===== src/rtl/apb_timer_pkg.sv =====
// apb_timer_pkg: shared constants for the parametrised APB timer.
//   Register byte addresses, TCR/TSR bit positions and the set of
//   implemented status bits. Optional compare feature: TMR_COMPARE_EN.
package apb_timer_pkg;

  localparam logic [7:0] ADDR_TDR  = 8'h00;
  localparam logic [7:0] ADDR_TCR  = 8'h04;
  localparam logic [7:0] ADDR_TSR  = 8'h08;
  localparam logic [7:0] ADDR_TCNT = 8'h0C;
  localparam logic [7:0] ADDR_TIER = 8'h10;
  localparam logic [7:0] ADDR_TCMP = 8'h14;

  localparam int TCR_LOAD    = 7;
  localparam int TCR_RELOAD  = 6;
  localparam int TCR_DW      = 5;
  localparam int TCR_EN      = 4;
  localparam int TCR_CKS_MSB = 2;
  localparam int TCR_CKS_LSB = 0;

  // Bit 3 of TCR is reserved and never stored.
  localparam logic [7:0] TCR_MASK = 8'hF7;

  localparam int TSR_OVF = 0;
  localparam int TSR_UDF = 1;
  localparam int TSR_CMP = 2;

`ifdef TMR_COMPARE_EN
  localparam bit         CMP_EN   = 1'b1;
  localparam logic [2:0] TSR_MASK = 3'b111;
`else
  localparam bit         CMP_EN   = 1'b0;
  localparam logic [2:0] TSR_MASK = 3'b011;
`endif

endpackage


===== src/rtl/timer_prescaler.sv =====
// timer_prescaler: free-running divider producing a one-cycle tick every
//   2^(cks+1) pclk cycles (cks 0..7 -> /2../256).
// Ports:
//   pclk, presetn : clock, async active-low reset
//   en            : run enable; divider held at 0 while low
//   cks           : divide select
//   clr           : synchronous restart (TCR write)
//   tick          : one-cycle pulse
module timer_prescaler (
  input  logic       pclk,
  input  logic       presetn,
  input  logic       en,
  input  logic [2:0] cks,
  input  logic       clr,
  output logic       tick
);

  logic [7:0] div_q, div_d, mask;

  // Low cks+1 bits all ones marks the last cycle of a period.
  assign mask  = 8'hFF >> (3'd7 - cks);
  assign tick  = en & ~clr & ((div_q & mask) == mask);
  assign div_d = (clr | ~en) ? 8'd0 : div_q + 8'd1;

  always_ff @(posedge pclk or negedge presetn) begin
    if (!presetn) div_q <= '0;
    else          div_q <= div_d;
  end

endmodule


===== src/rtl/apb_timer_param.sv =====
// apb_timer_param: APB slave timer with configurable counter width,
//   8-step prescaler, load/auto-reload, up/down count, W1C status flags,
//   interrupt enables and a registered level irq.
// Optional compare register/flag compiled in with macro TMR_COMPARE_EN.
// Ports:
//   pclk, presetn              : clock, async active-low reset
//   psel, penable, pwrite      : APB control
//   paddr, pwdata              : APB address / write data
//   prdata, pready, pslverr    : APB response (zero wait states)
//   irq                        : level interrupt, |(TSR & TIER) registered
module apb_timer_param
  import apb_timer_pkg::*;
#(
  parameter int CNT_W   = 16,
  parameter int PDATA_W = 32,
  parameter int PADDR_W = 8
) (
  input  logic               pclk,
  input  logic               presetn,
  input  logic               psel,
  input  logic               penable,
  input  logic               pwrite,
  input  logic [PADDR_W-1:0] paddr,
  input  logic [PDATA_W-1:0] pwdata,
  output logic [PDATA_W-1:0] prdata,
  output logic               pready,
  output logic               pslverr,
  output logic               irq
);

  logic acc, wr, mapped;
  logic sel_tdr, sel_tcr, sel_tsr, sel_tcnt, sel_tier, sel_tcmp;

  logic [CNT_W-1:0] tdr_q, tdr_d, cnt_q, cnt_d;
  logic [7:0]       tcr_q, tcr_d;
  logic [2:0]       tsr_q, tsr_d, tier_q, tier_d, tsr_set, w1c;
  logic             irq_q, irq_d, tick;
  logic [PDATA_W-1:0] rdata;
  logic             unused_wdata;

`ifdef TMR_COMPARE_EN
  logic [CNT_W-1:0] tcmp_q, tcmp_d;
`endif

  assign unused_wdata = ^pwdata;

  assign acc      = psel & penable;
  assign sel_tdr  = (paddr == PADDR_W'(ADDR_TDR));
  assign sel_tcr  = (paddr == PADDR_W'(ADDR_TCR));
  assign sel_tsr  = (paddr == PADDR_W'(ADDR_TSR));
  assign sel_tcnt = (paddr == PADDR_W'(ADDR_TCNT));
  assign sel_tier = (paddr == PADDR_W'(ADDR_TIER));
  assign sel_tcmp = CMP_EN && (paddr == PADDR_W'(ADDR_TCMP));
  assign mapped   = sel_tdr | sel_tcr | sel_tsr | sel_tcnt | sel_tier | sel_tcmp;
  assign wr       = acc & pwrite & mapped;

  timer_prescaler u_presc (
    .pclk    (pclk),
    .presetn (presetn),
    .en      (tcr_q[TCR_EN]),
    .cks     (tcr_q[TCR_CKS_MSB:TCR_CKS_LSB]),
    .clr     (wr & sel_tcr),
    .tick    (tick)
  );

  always_comb begin
    tdr_d   = tdr_q;
    tcr_d   = tcr_q;
    tier_d  = tier_q;
    cnt_d   = cnt_q;
    tsr_set = '0;
    w1c     = '0;
    if (wr && sel_tdr)  tdr_d  = pwdata[CNT_W-1:0];
    if (wr && sel_tcr)  tcr_d  = pwdata[7:0] & TCR_MASK;
    if (wr && sel_tier) tier_d = pwdata[2:0] & TSR_MASK;
    if (wr && sel_tsr)  w1c    = pwdata[2:0];

    if (tcr_q[TCR_LOAD]) begin
      cnt_d = tdr_q;
    end else if (tick) begin
      if (tcr_q[TCR_DW]) begin
        if (cnt_q == '0) begin
          tsr_set[TSR_UDF] = 1'b1;
          cnt_d = tcr_q[TCR_RELOAD] ? tdr_q : '1;
        end else begin
          cnt_d = cnt_q - CNT_W'(1);
        end
      end else begin
        if (cnt_q == '1) begin
          tsr_set[TSR_OVF] = 1'b1;
          cnt_d = tcr_q[TCR_RELOAD] ? tdr_q : '0;
        end else begin
          cnt_d = cnt_q + CNT_W'(1);
        end
      end
`ifdef TMR_COMPARE_EN
      if (cnt_d == tcmp_q) tsr_set[TSR_CMP] = 1'b1;
`endif
    end

    // A flag being set wins over a same-cycle W1C.
    tsr_d = ((tsr_q & ~w1c) | tsr_set) & TSR_MASK;
    irq_d = |(tsr_q & tier_q);
  end

`ifdef TMR_COMPARE_EN
  always_comb begin
    tcmp_d = tcmp_q;
    if (wr && sel_tcmp) tcmp_d = pwdata[CNT_W-1:0];
  end

  always_ff @(posedge pclk or negedge presetn) begin
    if (!presetn) tcmp_q <= '0;
    else          tcmp_q <= tcmp_d;
  end
`endif

  always_ff @(posedge pclk or negedge presetn) begin
    if (!presetn) begin
      tdr_q  <= '0;
      tcr_q  <= '0;
      tsr_q  <= '0;
      tier_q <= '0;
      cnt_q  <= '0;
      irq_q  <= 1'b0;
    end else begin
      tdr_q  <= tdr_d;
      tcr_q  <= tcr_d;
      tsr_q  <= tsr_d;
      tier_q <= tier_d;
      cnt_q  <= cnt_d;
      irq_q  <= irq_d;
    end
  end

  always_comb begin
    rdata = '0;
    if (acc) begin
      if (sel_tdr)  rdata[CNT_W-1:0] = tdr_q;
      if (sel_tcr)  rdata[7:0]       = tcr_q;
      if (sel_tsr)  rdata[2:0]       = tsr_q;
      if (sel_tcnt) rdata[CNT_W-1:0] = cnt_q;
      if (sel_tier) rdata[2:0]       = tier_q;
`ifdef TMR_COMPARE_EN
      if (sel_tcmp) rdata[CNT_W-1:0] = tcmp_q;
`endif
    end
  end

  assign prdata  = rdata;
  assign pready  = acc;
  assign pslverr = acc & ~mapped;
  assign irq     = irq_q;

endmodule


===== config.mk =====
export PLATFORM = sky130hd
export DESIGN_NAME = apb_timer_param
export DESIGN_NICKNAME = d
export VERILOG_FILES = /design/src/rtl/apb_timer_pkg.sv /design/src/rtl/timer_prescaler.sv /design/src/rtl/apb_timer_param.sv
export SDC_FILE = /design/constraint.sdc
export NUM_CORES = 1
export LEC_CHECK = 0
export BUFFER_PORTS_ARGS = -buffer_cell sky130_fd_sc_hd__buf_2
export CAP_MARGIN = 30
export CORE_UTILIZATION = 40
export CTS_BUF_LIST = sky130_fd_sc_hd__clkbuf_4 sky130_fd_sc_hd__clkbuf_8 sky130_fd_sc_hd__clkbuf_16
export DETAILED_ROUTE_END_ITERATION = 8
export GPL_TIMING_DRIVEN = 0
export PLACE_DENSITY = 0.7
export SETUP_SLACK_MARGIN = 0.5
export SLEW_MARGIN = 30
export SYNTH_ARGS = -nofsm -noshare
export SYNTH_HDL_FRONTEND = slang
export SYNTH_HIERARCHICAL = 1
export SYNTH_SLANG_ARGS = --single-unit

===== constraint.sdc =====
create_clock -name pclk -period 4.8 [get_ports pclk]
set_input_delay 0.48 -clock pclk [delete_from_list [all_inputs] [get_ports pclk]]
set_output_delay 0.48 -clock pclk [all_outputs]
set_load 0.02 [all_outputs]

==> impl_metrics.env <==
export IMPL_die_area_sq_um=10600
export IMPL_final_hold_viol_count=0
export IMPL_placement_cell_area_sq_um=4540
export IMPL_htreeDepth=2
export IMPL_dr_pass1_iters=6
export IMPL_core_rowCount=36
export IMPL_grt_pass1_wl_um=19600
export IMPL_total_global_routing_overflow=0
export IMPL_multiInputGateArea_sq_um=2350
export IMPL_final_layout_size_suffix_gt1_frac=0.228
export IMPL_cp_end_kind="register"
export IMPL_clock_sink_count=52
export IMPL_area_sequential_sq_um=1300
export IMPL_final_antenna_net_count=0
export IMPL_ys_top_cells_by_area="dfrtp_1, nor2_1, mux2_2"
export IMPL_cts_root_buffer_cell="clkbuf_8"
export IMPL_place_port_buffers=47
export IMPL_fill_cell_instance_count_of_the_final_layout=1029
export IMPL_boundaryPins=80
export IMPL_cts_tree="built"
export IMPL_postLayoutCellArea_sq_um=4680
export IMPL_synth_warnings=6
export IMPL_synth_edf_count=0
export IMPL_first_iter_violations=354
export IMPL_power_leakage_nw=2.10
export IMPL_max_clock_freq_ghz=0.256
export IMPL_final_period_minus_worst_setup_slack_ns=3.91
export IMPL_flop_and_latch_count_out_of_synthesis=52
export IMPL_yosys_area_top_type="dfrtp_1"
export IMPL_rsz0062_at_grt="false"
export IMPL_min_path_type="primary input to asynchronous set/reset pin"
export IMPL_synth_seq_area_share=0.319
export IMPL_critical_path_startpoint_type="primary input"
export IMPL_routed_vias_inst=5.94
export IMPL_worst_endpoint_arrival_ns=4.08
export IMPL_detailroute_via_count=4100
export IMPL_syn_mean_instance_area_sq_um=8.40
export IMPL_design_final_nets=605
export IMPL_timing_final_crit_share=0.814
export IMPL_antenna_violations_before_repair=0
export IMPL_synth_top_area_share=0.319
export IMPL_tightestPinTransition_ns=0.992
export IMPL_critPathKind="primary input to register"
export IMPL_drc=0
export IMPL_mapped_cell_area_sq_um=4080
export IMPL_ys_flop_type="dfrtp_1"
export IMPL_fp_coreArea_sq_um=9820
export IMPL_pre_cts_ws_ns=0.118
export IMPL_cts_root_to_sink_buffers=2
export IMPL_run_status="completed"
export IMPL_initial_utilization=0.415
export IMPL_synth_cell_type_count=70
export IMPL_dp_hpwl_um=9050
export IMPL_worst_setup_hold_path_clk_slew_ns=0.10
export IMPL_pin_count_of_the_biggest_net_entering_global_routing=53
export IMPL_final_core_util=0.477
export IMPL_largest_vdd_supply_drop_uv=136
export IMPL_worst_skew_pair_latency_ns=0.32
export IMPL_via_count_of_the_first_global_routing_pass=3638
export IMPL_setup_reg_to_reg_worst_slack_ns=1.99
export IMPL_pwr_density_cell_nw_per_um2=220
export IMPL_globalRouteTotalUtil=0.246
export IMPL_worst_slew_margin_rel=0.333
export IMPL_finalSetupTns_ns=0
export IMPL_path_max_fanout=10
export IMPL_layout_cells_most_common_list="nor2_1, dfrtp_1, buf_2, nand2_1, o21ai_0"
export IMPL_clock_tree_skew_after_final_layout_ns=0.0138
export IMPL_cts_hold_fix_buffers=0
export IMPL_cp_required_ns=4.97
export IMPL_die_w_um=103
export IMPL_cap_viol_max_count=0
export IMPL_finalWeightedCongestion=0.954
export IMPL_syn2layout_area_growth_pct=14.8
export IMPL_async_set_or_reset_register_ratio_after_synthesis=1.00
export IMPL_die_h_um=103
export IMPL_totalWireLength_um=12800
export IMPL_timing_max_transition_violations_final=0
export IMPL_antenna_cells=0
export IMPL_post_synth_inst_count=485
export IMPL_layout_setup_ws_ns=0.894
export IMPL_numCtsBuffers=5
export IMPL_finalSetupViolations=0
export IMPL_drt_wirelength_per_cell_um=18.6
## per-layer routing
metal | GRT usage | vias to the layer above | part of all wire
met2 | 0.389 | 237 | 0.46
met5 | 0 | - | 0
met3 | 0.0441 | 42 | 0.085
met1 | 0.324 | 1964 | 0.42
li1 | - | 1857 | -
met4 | 0.126 | 0 | 0.041
## where the power goes
part	internal, mW	leakage, nW	switching (mW)
logic	0.0914	1.33	0.132
clock network	0.184	0.0645	0.155
registers	0.451	0.706	0.0140
total	0.727	2.10	0.301
## cells in the mapped netlist (7+ instances only)
master	number
nor2_1	53
dfrtp_1	52
nand2_1	48
o21ai_0	28
a21oi_1	18
buf_4	18
clkbuf_1	18
inv_1	18
mux2_2	16
nand3_1	15
a22oi_1	14
nor3_1	14
a31oi_1	11
xor2_1	11
and3_1	9
clkbuf_8	9
a211oi_1	7
## per-stage QoR
step / cells / hold slack [ns] / power [mW]
5_1_grt: 690 / 0.272 / 1.06
4_1_cts: 688 / 0.240 / 1.03
6_report: 690 / 0.201 / 1.03
3_5_place_dp: 680 / 0.492 / 0.691
2_1_floorplan: 500 / 0.184 / 0.628
3_3_place_gp: 680 / 0.492 / 0.686
## area by class of cell
class | instances | share of cell area
well taps | 133 | 0.0356
flip-flops and latches | 52 | 0.278
clock inverters | 1 | 0.00642
inverters | 18 | 0.0144
plain buffers | 56 | 0.0898
multi-input cells | 374 | 0.501
clock buffers | 7 | 0.0206
repair buffers | 49 | 0.0540
## repair_timing
item	CTS	global route
buffers inserted	0	2
pin swaps	0	1
setup endpoints to repair	1	4
endpoints found under the hold margin	0	0
gates resized for setup	1	0
## critical path, cell delays in order
cell	delay [ns]
buf_2	0.09
or4_1	0.58
nor3_4	0.33
nand4b_1	0.14
buf_4	0.19
inv_1	0.17
nand2b_1	0.13
clkbuf_1	0.30
inv_1	0.12
o2111a_1	0.15
clkbuf_1	0.23
nor2_2	0.51
nor4_1	0.12
o21ai_0	0.34
o221ai_1	0.18
## flip-flops by register name, summed over array words and instances, names as in the netlist
register	flops
cnt_q	16
tdr_q	16
u_presc/div_q	8
tcr_q	7
tier_q	2
tsr_q	2
irq	1
## worst paths after layout
| path | cells after the start | from | to |
|---|---|---|---|
| min | 1 | presetn | cnt_q[11]$_DFFE_PN0P_ |
| max reg2reg | 9 | tcr_q[0]$_DFFE_PN0P_ | cnt_q[6]$_DFFE_PN0P_ |
| max | 15 | paddr[5] | cnt_q[14]$_DFFE_PN0P_ |
| min in group pclk | 3 | pwdata[5] | tcr_q[5]$_DFFE_PN0P_ |
| min reg2reg | 2 | tcr_q[4]$_DFFE_PN0P_ | tcr_q[4]$_DFFE_PN0P_ |
| max in group asynchronous | 1 | presetn | cnt_q[2]$_DFFE_PN0P_ |
## logic make-up after synthesis
group | after synthesis | share of synthesized area
XOR/XNOR | 17 | 0.0365
buffers and inverters | 74 | 0.120
AND/OR/NAND/NOR | 196 | 0.250
AO/OA/AOI/OAI | 120 | 0.199
flip-flops | 52 | 0.319
adder cells (fa/ha/maj) | 4 | 0.0123
other | 1 | 0.000920
multiplexers | 21 | 0.0626
(Power assumes the default switching activity.)
